==> src/rtl/instr_encoder.sv <==
// Packs RISC-V field tuples into 32-bit instruction words with a one-entry output buffer and byte address tag.
// Optional macro ENCODER_RANGE_CHECK_EN enables immediate range / branch alignment errors (codes 2 and 3).
module instr_encoder #(
  parameter int          ADDR_W    = 8,
  parameter int unsigned BASE_ADDR = 0
) (
  input  logic              clk_i,
  input  logic              rst_i,
  input  logic              in_valid_i,
  output logic              in_ready_o,
  input  logic [6:0]        op_i,
  input  logic [4:0]        rd_i,
  input  logic [4:0]        rs1_i,
  input  logic [4:0]        rs2_i,
  input  logic [2:0]        funct3_i,
  input  logic [6:0]        funct7_i,
  input  logic [31:0]       imm_i,
  output logic              out_valid_o,
  input  logic              out_ready_i,
  output logic [31:0]       data_o,
  output logic [ADDR_W-1:0] addr_o,
  output logic              err_o,
  output logic [1:0]        err_code_o,
  input  logic              clear_i
);
  localparam logic [6:0] OP_R      = 7'b0110011;
  localparam logic [6:0] OP_I      = 7'b0010011;
  localparam logic [6:0] OP_LOAD   = 7'b0000011;
  localparam logic [6:0] OP_STORE  = 7'b0100011;
  localparam logic [6:0] OP_BRANCH = 7'b1100011;

  typedef enum logic [1:0] {S_EMPTY, S_FULL, S_ERR} state_t;

  state_t              r_state, w_next;
  logic [31:0]         r_data;
  logic [ADDR_W-1:0]   r_addr;
  logic [1:0]          r_err_code;
  logic [31:0]         w_word;
  logic [1:0]          w_code;
  logic                w_push, w_pop, w_load, w_set_err;

`ifdef ENCODER_RANGE_CHECK_EN
  logic w_imm12_ok, w_br_ok;
  assign w_imm12_ok = ($signed(imm_i) >= -32'sd2048) && ($signed(imm_i) <= 32'sd2047);
  assign w_br_ok    = ($signed(imm_i) >= -32'sd4096) && ($signed(imm_i) <= 32'sd4094);
`else
  // Upper immediate bits are simply truncated when the checks are not built.
  logic w_unused_imm;
  assign w_unused_imm = ^imm_i[31:13];
`endif

  always_comb begin
    w_word = '0;
    w_code = 2'd0;
    case (op_i)
      OP_R: w_word = {funct7_i, rs2_i, rs1_i, funct3_i, rd_i, op_i};
      OP_I, OP_LOAD: begin
        w_word = {imm_i[11:0], rs1_i, funct3_i, rd_i, op_i};
`ifdef ENCODER_RANGE_CHECK_EN
        if (!w_imm12_ok) w_code = 2'd2;
`endif
      end
      OP_STORE: begin
        w_word = {imm_i[11:5], rs2_i, rs1_i, funct3_i, imm_i[4:0], op_i};
`ifdef ENCODER_RANGE_CHECK_EN
        if (!w_imm12_ok) w_code = 2'd2;
`endif
      end
      OP_BRANCH: begin
        // b = imm[12:1]: {b[11], b[9:4], ..., b[3:0], b[10]}
        w_word = {imm_i[12], imm_i[10:5], rs2_i, rs1_i, funct3_i, imm_i[4:1], imm_i[11], op_i};
`ifdef ENCODER_RANGE_CHECK_EN
        if (!w_br_ok)      w_code = 2'd2;
        else if (imm_i[0]) w_code = 2'd3;
`endif
      end
      default: w_code = 2'd1;
    endcase
  end

  assign out_valid_o = (r_state == S_FULL);
  assign in_ready_o  = (r_state != S_ERR) && ((r_state == S_EMPTY) || out_ready_i);
  assign w_push      = in_valid_i && in_ready_o;
  assign w_pop       = out_valid_o && out_ready_i;

  always_comb begin
    w_next    = r_state;
    w_load    = 1'b0;
    w_set_err = 1'b0;
    if (w_push && (w_code != 2'd0)) begin
      w_next    = S_ERR;
      w_set_err = 1'b1;
    end else if (w_push) begin
      w_next = S_FULL;
      w_load = 1'b1;
    end else if (w_pop) begin
      w_next = S_EMPTY;
    end else if ((r_state == S_ERR) && clear_i) begin
      w_next = S_EMPTY;
    end
  end

  always_ff @(posedge clk_i) begin
    if (rst_i) begin
      r_state    <= S_EMPTY;
      r_data     <= '0;
      r_addr     <= ADDR_W'(BASE_ADDR);
      r_err_code <= 2'd0;
    end else begin
      r_state <= w_next;
      if (w_load) r_data <= w_word;
      if (w_pop)  r_addr <= r_addr + ADDR_W'(4);
      if (w_set_err)                          r_err_code <= w_code;
      else if ((r_state == S_ERR) && clear_i) r_err_code <= 2'd0;
    end
  end

  assign data_o     = r_data;
  assign addr_o     = r_addr;
  assign err_o      = (r_state == S_ERR);
  assign err_code_o = r_err_code;
endmodule

==> config.mk <==
export PLATFORM = sky130hd
export DESIGN_NAME = instr_encoder
export DESIGN_NICKNAME = d
export VERILOG_FILES = /design/src/rtl/instr_encoder.sv
export SDC_FILE = /design/constraint.sdc
export NUM_CORES = 1
export LEC_CHECK = 0
export ABC_AREA = 0
export ABC_CLOCK_PERIOD_IN_PS = 1900
export CELL_PAD_IN_SITES_DETAIL_PLACEMENT = 0
export CELL_PAD_IN_SITES_GLOBAL_PLACEMENT = 2
export CORE_UTILIZATION = 21
export DETAILED_ROUTE_END_ITERATION = 10
export GPL_ROUTABILITY_DRIVEN = 0
export MAX_ROUTING_LAYER = met4
export PLACE_DENSITY_LB_ADDON = 0.1
export SLEW_MARGIN = 15
export SYNTH_ARGS = -nofsm -noshare
export SYNTH_HDL_FRONTEND = slang
export SYNTH_SLANG_ARGS = --single-unit
export TNS_END_PERCENT = 1
==> constraint.sdc <==
create_clock -name clk_i -period 1.9 [get_ports clk_i]
set_input_delay 0.475 -clock clk_i [delete_from_list [all_inputs] [get_ports clk_i]]
set_output_delay 0.475 -clock clk_i [all_outputs]
set_load 0.02 [all_outputs]
==> results.yml, run 1 <==
detailed_routing:
  drc: 0
  wire_per_inst_um: 13.7
  viasPerCell: 4.29
  drtIter0Drc: 36
  wl_um: 6320
  ant_nets: 0
  drtPass1Iterations: 4
  num_vias: 1983
cells_and_area:
  diodes: 0
  drive_gt1_share_pct: 19.2
  final_cell_mix: "clkdlybuf4s50_1 (87), dfxtp_1 (40), a21oi_1 (32)"
  instances_no_fill: 462
  area_delta_synth_final_pct: 66.8
  final_common_cell: "clkdlybuf4s50_1"
  nNetsFinal: 402
clocking:
  cts_tree: "built"
  clock_latency_ns: 0.29
  ctsRootBufferMaster: "clkbuf_8"
  cts_buffers: 5
  cts.reportedPaths.clkPinSlew_ns: 0.08
  cts-hold-fix-buffers: 0
  cts.path.max_buffers: 2
  clkSinkCount: 41
  htree_levels: 2
grt:
  grt_max_degree: 17
  grt_pass1_wl_um: 10100
  grt.overflow.total: 0
  grt_usage_pct: 13.5
  grt_pass1_vias: 2000
  antenna_found_initial: 0
sta:
  hold_viol_final: 0
  finClkSkew_ns: 0.00231
  rsz0062_at_grt: "false"
  setup_violations: 0
  worstMarginPinSlew_ns: 0.522
  period_needed_ns: 1.83
  hold_ws_ns: 0.475
  finalCritPeriodShare_pct: 96.3
  max_freq_mhz: 546
  slew_viol_final: 0
  relSlewSlack_pct: 65.2
synthesis:
  yosysSeqAreaShare_pct: 40.9
  netlist_area_um2: 2010
  synth_enable_flop_cells: 0
  synth_seq_cells: 41
  synth_cell_types: 46
  syn_area_per_cell_um2: 9.21
  synth_ff_type: "dfxtp_1"
  synth_cells: 218
  ys_async_sr_fraction_pct: 0
  yosys_warnings: 0
place:
  place_inst: 454
  hpwl_um: 4810
  numPortBuffers: 91
worst_setup_path:
  arrival_ns: 1.35
  slowest_delay_ns: 0.42
  cp_max_fo: 2
  reg2reg_from: "r_state[0]"
  crit_chain: "clkdlybuf4s50_1, nand2b_1, and2_1, buf_2"
  cp_slowest_cell: "clkdlybuf4s50_1"
  startpoint: "out_ready_i"
  critPathCaptureType: "primary output"
  critPathKind: "input pin to primary output"
  critPathLaunchType: "input pin"
  required_ns: 1.42
pwr:
  p_sw_share_pct: 27.9
  p_int_mw: 1.34
  clkPwrFrac_pct: 31.5
  ir_worst_vdd_mv: 0.206
  fin_total_pwr_mw: 1.86
  seq_power_share_pct: 47.6
  powerDensity_nw_per_um2: 555
  p_sw_mw: 0.519
  p_leak_nw: 1.27
  p_comb_share_pct: 20.9
floorplan:
  num_io_pins: 114
  rows: 35
  die_w_um: 99.8
  die_h_um: 99.8
  initial_core_util_pct: 21.7
  core-area_um2: 9240
  die_area_um2: 9960
hold_path:
  hold_class: "register to register"
  hold_start: "err_code_o[0]"
status:
  status: "completed"
job:
  maxCapViolCount: 0
## power groups by stage
stage / clock, mW / combinational (mW) / sequential [mW]
final: 0.586 / 0.389 / 0.885
after global routing: 0.655 / 0.422 / 0.888
after CTS: 0.621 / 0.396 / 0.886
after detailed placement: 0 / 0.399 / 0.905
after global placement: 0 / 0.400 / 0.905
after floorplan: 0 / 0.166 / 0.919
## state kept, by name, indices dropped and copies added, names as in the netlist
signal      cells
data_o         32
err_code_o      1
r_state         2
addr_o          6
## metrics by stage
step | setup WS [ns] | TNS [ns] | utilization [%] | instance area, µm²
6_report | 0.0700 | 0 | 36.2 | 3350
5_1_grt | 0.0388 | 0 | 36.2 | 3350
4_1_cts | -0.0337 | -0.0337 | 36.3 | 3350
3_5_place_dp | -0.356 | -3.93 | 35.4 | 3270
3_3_place_gp | -0.343 | -3.80 | 35.4 | 3270
2_1_floorplan | 0.431 | 0 | - | 2020
## worst max-delay path, delay by kind of cell
| kind | cells | cell delay, ns |
|---|---|---|
| and+or+nand+nor | 2 | 0.31 |
| buffers and inverters | 2 | 0.57 |
## cells by family after synthesis
group / Yosys count / synth area share (%)
multiplexers: 2 / 0.997
AND/OR/NAND/NOR: 75 / 22.7
XOR/XNOR: 4 / 1.74
buffers and inverters: 20 / 6.54
adder cells (fa/ha/maj): 1 / 0.623
AO/OA/AOI/OAI: 74 / 26.4
other: 1 / 0.187
flip-flops: 41 / 40.9
## synth_stat cells (2+ instances only)
cell type	instances	area, µm²
a211oi_1	2	15.0
a21oi_1	32	160
a311oi_2	5	75.1
and3_1	3	18.8
buf_2	6	30.0
buf_4	4	30.0
buf_6	3	33.8
clkbuf_1	4	15.0
dfxtp_1	41	821
inv_1	2	7.51
mux2i_1	2	20.0
nand2_1	16	60.1
nand2b_1	6	37.5
nand2b_4	2	27.5
nand3_1	16	80.1
nand4_1	2	12.5
nor2_1	10	37.5
nor2b_1	3	18.8
nor3_1	5	25.0
o211a_1	4	40.0
o21a_1	2	15.0
o21ai_0	14	70.1
o221a_2	6	67.6
o22a_1	3	26.3
o22ai_1	2	12.5
xnor2_1	2	17.5
xor2_1	2	17.5
## area by class of cell
class	count	area, µm²
Fill cell	982	5890
Timing Repair Buffer	123	1210
Multi-Input combinational cell	159	1060
Sequential cell	41	822
Tap cell	129	161
Clock buffer	5	68.8
Clock inverter	3	17.5
Inverter	2	7.51
## timing repair
action / in CTS / in global routing
setup endpoints to repair: 3 / 2
hold endpoints to repair: 0 / 0
resized for setup: 6 / 2
pin swaps: 0 / 0
setup buffers: 0 / 0
## path summary, 6_finish.rpt
path                            slack (ns)            end  cells after the start
worst max register to register        0.38     data_o[23]                      7
worst min-delay path                  0.47  err_code_o[0]                      2
worst min register to register        0.47  err_code_o[0]                      2
worst max-delay path                  0.07     in_ready_o                      4
## per-layer routing
layer	track usage [%]	up-vias	share of wire, %
met5	-	-	0
met4	3.51	0	0.82
met3	3.55	6	6.2
met2	20.7	67	44
met1	17.5	890	48
li1	-	1020	-
Note: power is estimated with default switching activity, not from simulation.
==> inputs of run 2 (changes only) <==
PLACE_DENSITY_LB_ADDON = 0.15   (was 0.1)
==> run 2 against run 1 <==
Against the previous run:
- via count is the same
- register-to-register slack better by 0.04 ns
- power is 0.36% lower
- core utilization is 0.15 points lower
- sequential power barely moved
- critical path type unchanged
- largest power group unchanged
==> results.yml, run 2 (synthesis results as in run 1) <==
floorplan:
  core-area_um2: 9240
  initial_core_util_pct: 21.7
  die_h_um: 99.8
  rows: 35
  die_area_um2: 9960
  die_w_um: 99.8
  num_io_pins: 114
sta:
  finClkSkew_ns: 0.00570
  hold_viol_final: 0
  max_freq_mhz: 545
  relSlewSlack_pct: 66.5
  setup_violations: 0
  period_needed_ns: 1.83
  worstMarginPinSlew_ns: 0.501
  slew_viol_final: 0
  rsz0062_at_grt: "false"
  finalCritPeriodShare_pct: 96.6
  finalSetupTns_ns: 0
job:
  maxCapViolCount: 0
worst_setup_path:
  arrival_ns: 1.36
  cp_max_fo: 2
  critPathLaunchType: "input pin"
  required_ns: 1.42
  critPathCaptureType: "primary output"
  critPathKind: "input pin to primary output"
detailed_routing:
  drtPass1Iterations: 4
  drc: 0
  ant_nets: 0
  wire_per_inst_um: 13.8
  wl_um: 6380
  drtIter0Drc: 61
  num_vias: 1983
  viasPerCell: 4.30
pwr:
  fin_total_pwr_mw: 1.85
  powerDensity_nw_per_um2: 556
  p_leak_nw: 1.25
  ir_worst_vdd_mv: 0.243
clocking:
  cts_buffers: 5
  clock_latency_ns: 0.29
  cts-hold-fix-buffers: 0
  htree_levels: 2
  cts.path.max_buffers: 2
  cts.reportedPaths.clkPinSlew_ns: 0.07
  post_cts_buffers: 0
  cts_tree: "built"
  clkSinkCount: 41
  ctsRootBufferMaster: "clkbuf_8"
cells_and_area:
  area_delta_synth_final_pct: 66.1
  drive_gt1_share_pct: 18.7
  final_cell_mix: "clkdlybuf4s50_1 (88), dfxtp_1 (41), a21oi_1 (32)"
  register_area_um2: 821
  nNetsFinal: 402
  design_area_um2: 3340
  final_common_cell: "clkdlybuf4s50_1"
  fillers: 960
  multi_input_area_um2: 1070
  diodes: 0
  largest_reg_flops: 32
status:
  status: "completed"
grt:
  antenna_found_initial: 0
  grt_pass1_vias: 2034
  grt.overflow.total: 0
  grt_max_degree: 20
  grt_pass1_wl_um: 10400
  grt_usage_pct: 13.7
hold_path:
  hold_class: "register to register"
place:
  numPortBuffers: 91
  hpwl_um: 4930
  post_dp_cell_area_um2: 3250
==> run 2: what timing repair did <==
item | in CTS | in global routing
gates resized for setup | 5 | 2
pin swaps | 0 | 0
endpoints found under the setup margin | 3 | 2
endpoints found under the hold margin | 0 | 0
==> run 2: power breakdown <==
part | total (mW) | leakage (nW) | internal (mW) | switching, mW
Combinational | 0.388 | 0.876 | 0.210 | 0.178
Clock | 0.581 | 0.0443 | 0.289 | 0.292
Sequential | 0.885 | 0.331 | 0.874 | 0.0108
==> run 2: worst paths after layout <==
kind	start	to	slack (ns)	cells after the start
min reg2reg	err_code_o[0]	err_code_o[0]	0.45	2
min	err_code_o[0]	err_code_o[0]	0.45	2
max reg2reg	r_state[0]	data_o[23]	0.42	7
max	out_ready_i	in_ready_o	0.07	4
==> run 2: through the flow <==
| stage | hold WS [ns] | util (%) | worst slack [ns] | std cells |
|---|---|---|---|---|
| 3_5_place_dp | 0.448 | 35.2 | -0.363 | 454 |
| 3_3_place_gp | 0.449 | 35.2 | -0.349 | 454 |
| 2_1_floorplan | 0.511 | - | 0.431 | 220 |
| 5_1_grt | 0.476 | 36.1 | 0.0188 | 461 |
| 4_1_cts | 0.460 | 36.1 | -0.0376 | 461 |
| 6_report | 0.454 | 36.1 | 0.0654 | 461 |
==> run 2: worst max-delay path, stage by stage <==
cell and delay [ns]:
clkdlybuf4s50_1 0.42, nand2b_1 0.16, and2_1 0.15, buf_2 0.15
==> run 2: final cells by class <==
| class | count | share of cell area [%] |
|---|---|---|
| Sequential cell | 41 | 24.6 |
| Multi-Input combinational cell | 159 | 32.0 |
| Tap cell | 129 | 4.84 |
| Timing Repair Buffer | 123 | 35.8 |
| Clock buffer | 7 | 2.59 |
| Inverter | 2 | 0.225 |
==> run 2: routing by layer <==
| layer | GRT usage, % | vias up | wire [µm] |
|---|---|---|---|
| li1 | - | 1015 | - |
| met1 | 19.0 | 892 | 3250 |
| met2 | 20.3 | 72 | 2700 |
| met3 | 3.20 | 4 | 405 |
| met4 | 2.71 | 0 | 30 |
| met5 | - | - | 0 |
==> inputs of run 3 (changes only) <==
GPL_TIMING_DRIVEN = 0   (was unset)
==> run 3 against run 2 <==
Against the previous run:
- hold slack about the same
- sequential share of layout area increased by 1.2 points
- first-iteration DRC count increased by 3.3%
- core utilization decreased by 1.6 points
- final area decreased by 4.5%
- cell count decreased by 3.0%
- clock-buffer cell count unchanged
- sequential power about the same
- combinational power decreased by 7.2%
- clock power increased by 12%
- critical path depth increased by 2
- critical path type is now input pin to register
- critical endpoint is now data_o[16]
- largest cell class is now multi-input gates
- largest power group unchanged
==> results.yml, run 3 (synthesis results as in run 1) <==
worst_setup_path:
  critPathKind: "input pin to register"
  arrival_ns: 1.96
  required_ns: 2.06
  crit_chain: "clkdlybuf4s50_1, nand2b_4, a21o_2, buf_2, o21ai_0, a21oi_1"
  cp_max_fo: 10
  slowest_delay_ns: 0.52
  cp_slowest_cell: "clkdlybuf4s50_1"
  critPathCaptureType: "register"
  critPathLaunchType: "input pin"
floorplan:
  num_io_pins: 114
  die_w_um: 99.8
  initial_core_util_pct: 21.7
  core-area_um2: 9240
  die_area_um2: 9960
  rows: 35
  die_h_um: 99.8
sta:
  relSlewSlack_pct: 65.2
  finClkSkew_ns: 0.00498
  worstMarginPinSlew_ns: 0.523
  setup_violations: 0
  finalCritPeriodShare_pct: 94.6
  hold_viol_final: 0
  rsz0062_at_grt: "false"
  finalSetupTns_ns: 0
  max_freq_mhz: 557
  period_needed_ns: 1.80
  slew_viol_final: 0
clocking:
  cts-hold-fix-buffers: 0
  cts_buffers: 5
  clock_latency_ns: 0.29
  cts.path.max_buffers: 2
  cts_tree: "built"
  htree_levels: 2
  cts.reportedPaths.clkPinSlew_ns: 0.08
  clkSinkCount: 41
  ctsRootBufferMaster: "clkbuf_8"
place:
  hpwl_um: 4730
  numPortBuffers: 89
  post_dp_cell_area_um2: 3070
pwr:
  clkPwrFrac_pct: 34.3
  p_sw_share_pct: 26.8
  p_leak_nw: 1.18
  seq_power_share_pct: 46.7
  p_comb_share_pct: 18.9
  ir_worst_vdd_mv: 0.222
  p_int_mw: 1.39
  p_sw_mw: 0.509
  powerDensity_nw_per_um2: 597
detailed_routing:
  wl_um: 6350
  drtPass1Iterations: 4
  ant_nets: 0
  drc: 0
  viasPerCell: 4.35
  num_vias: 1944
  drtIter0Drc: 63
  wire_per_inst_um: 14.2
cells_and_area:
  nNetsFinal: 387
  drive_gt1_share_pct: 15.4
  final_common_cell: "clkdlybuf4s50_1"
  largest_reg_flops: 32
  area_delta_synth_final_pct: 58.6
  final_cell_mix: "clkdlybuf4s50_1 (85), dfxtp_1 (39), a21oi_1 (32)"
  diodes: 0
  design_area_um2: 3180
hold_path:
  hold_class: "register to register"
grt:
  grt_usage_pct: 13.8
  grt_pass1_vias: 1973
  antenna_found_initial: 0
  grt_max_degree: 13
  grt_pass1_wl_um: 10100
  grt.overflow.total: 0
status:
  status: "completed"
job:
  maxCapViolCount: 0
## run 3: timing repair
action                     CTS  global route
setup buffers                0             1
pin swaps                    1             1
hold endpoints to repair     0             0
setup endpoints to repair    8            10
gates resized for setup     11             1
## run 3: worst paths after layout
| kind | slack [ns] | startpoint | depth (start not counted) | to |
|---|---|---|---|---|
| min | 0.45 | err_code_o[0] | 2 | err_code_o[0] |
| min reg2reg | 0.45 | err_code_o[0] | 2 | err_code_o[0] |
| max reg2reg | 0.51 | r_state[0] | 5 | data_o[24] |
| max | 0.10 | op_i[4] | 6 | data_o[16] |
## run 3: metrics by stage
step                worst slack [ns]  utilization (%)  power, mW  std cells  hold slack, ns
floorplan                      0.431                -       1.09        220           0.511
detailed placement            -0.552             33.2       1.27        438           0.448
CTS                          -0.0125             34.4       1.94        446           0.461
finish                         0.104             34.5       1.90        447           0.455
global route                  0.0156             34.5       2.02        447           0.490
global placement              -0.560             33.2       1.27        438           0.447
## run 3: final cells by class
| cell class | count | area, µm² |
|---|---|---|
| sequential | 41 | 823 |
| buffer | 18 | 124 |
| inverter | 2 | 7.51 |
| tap | 129 | 161 |
| timing repair buffer | 90 | 896 |
| clock inverter | 1 | 5.00 |
| multi-input combinational | 159 | 1070 |
| clock buffer | 7 | 96.3 |
| fill | 985 | 6060 |
## run 3: critical path: cells and delay by family
family          cells  cell delay (ns)
compound gates      3             0.52
simple gates        1             0.23
buf+inv             2             0.71
## run 3: power groups by stage
| stage | clock (mW) | sequential, mW | combinational [mW] |
|---|---|---|---|
| 3_5_place_dp | 0 | 0.907 | 0.366 |
| 6_report | 0.653 | 0.888 | 0.360 |
| 3_3_place_gp | 0 | 0.907 | 0.367 |
| 5_1_grt | 0.733 | 0.891 | 0.393 |
| 4_1_cts | 0.688 | 0.889 | 0.365 |
| 2_1_floorplan | 0 | 0.919 | 0.166 |
## run 3: layer usage
layer / global-route usage, % / routed length (µm) / vias up
met4: 2.38 / 44 / 0
li1: - / - / 991
met3: 4.46 / 416 / 5
met5: - / 0 / -
met1: 18.6 / 3110 / 880
met2: 20.2 / 2780 / 68
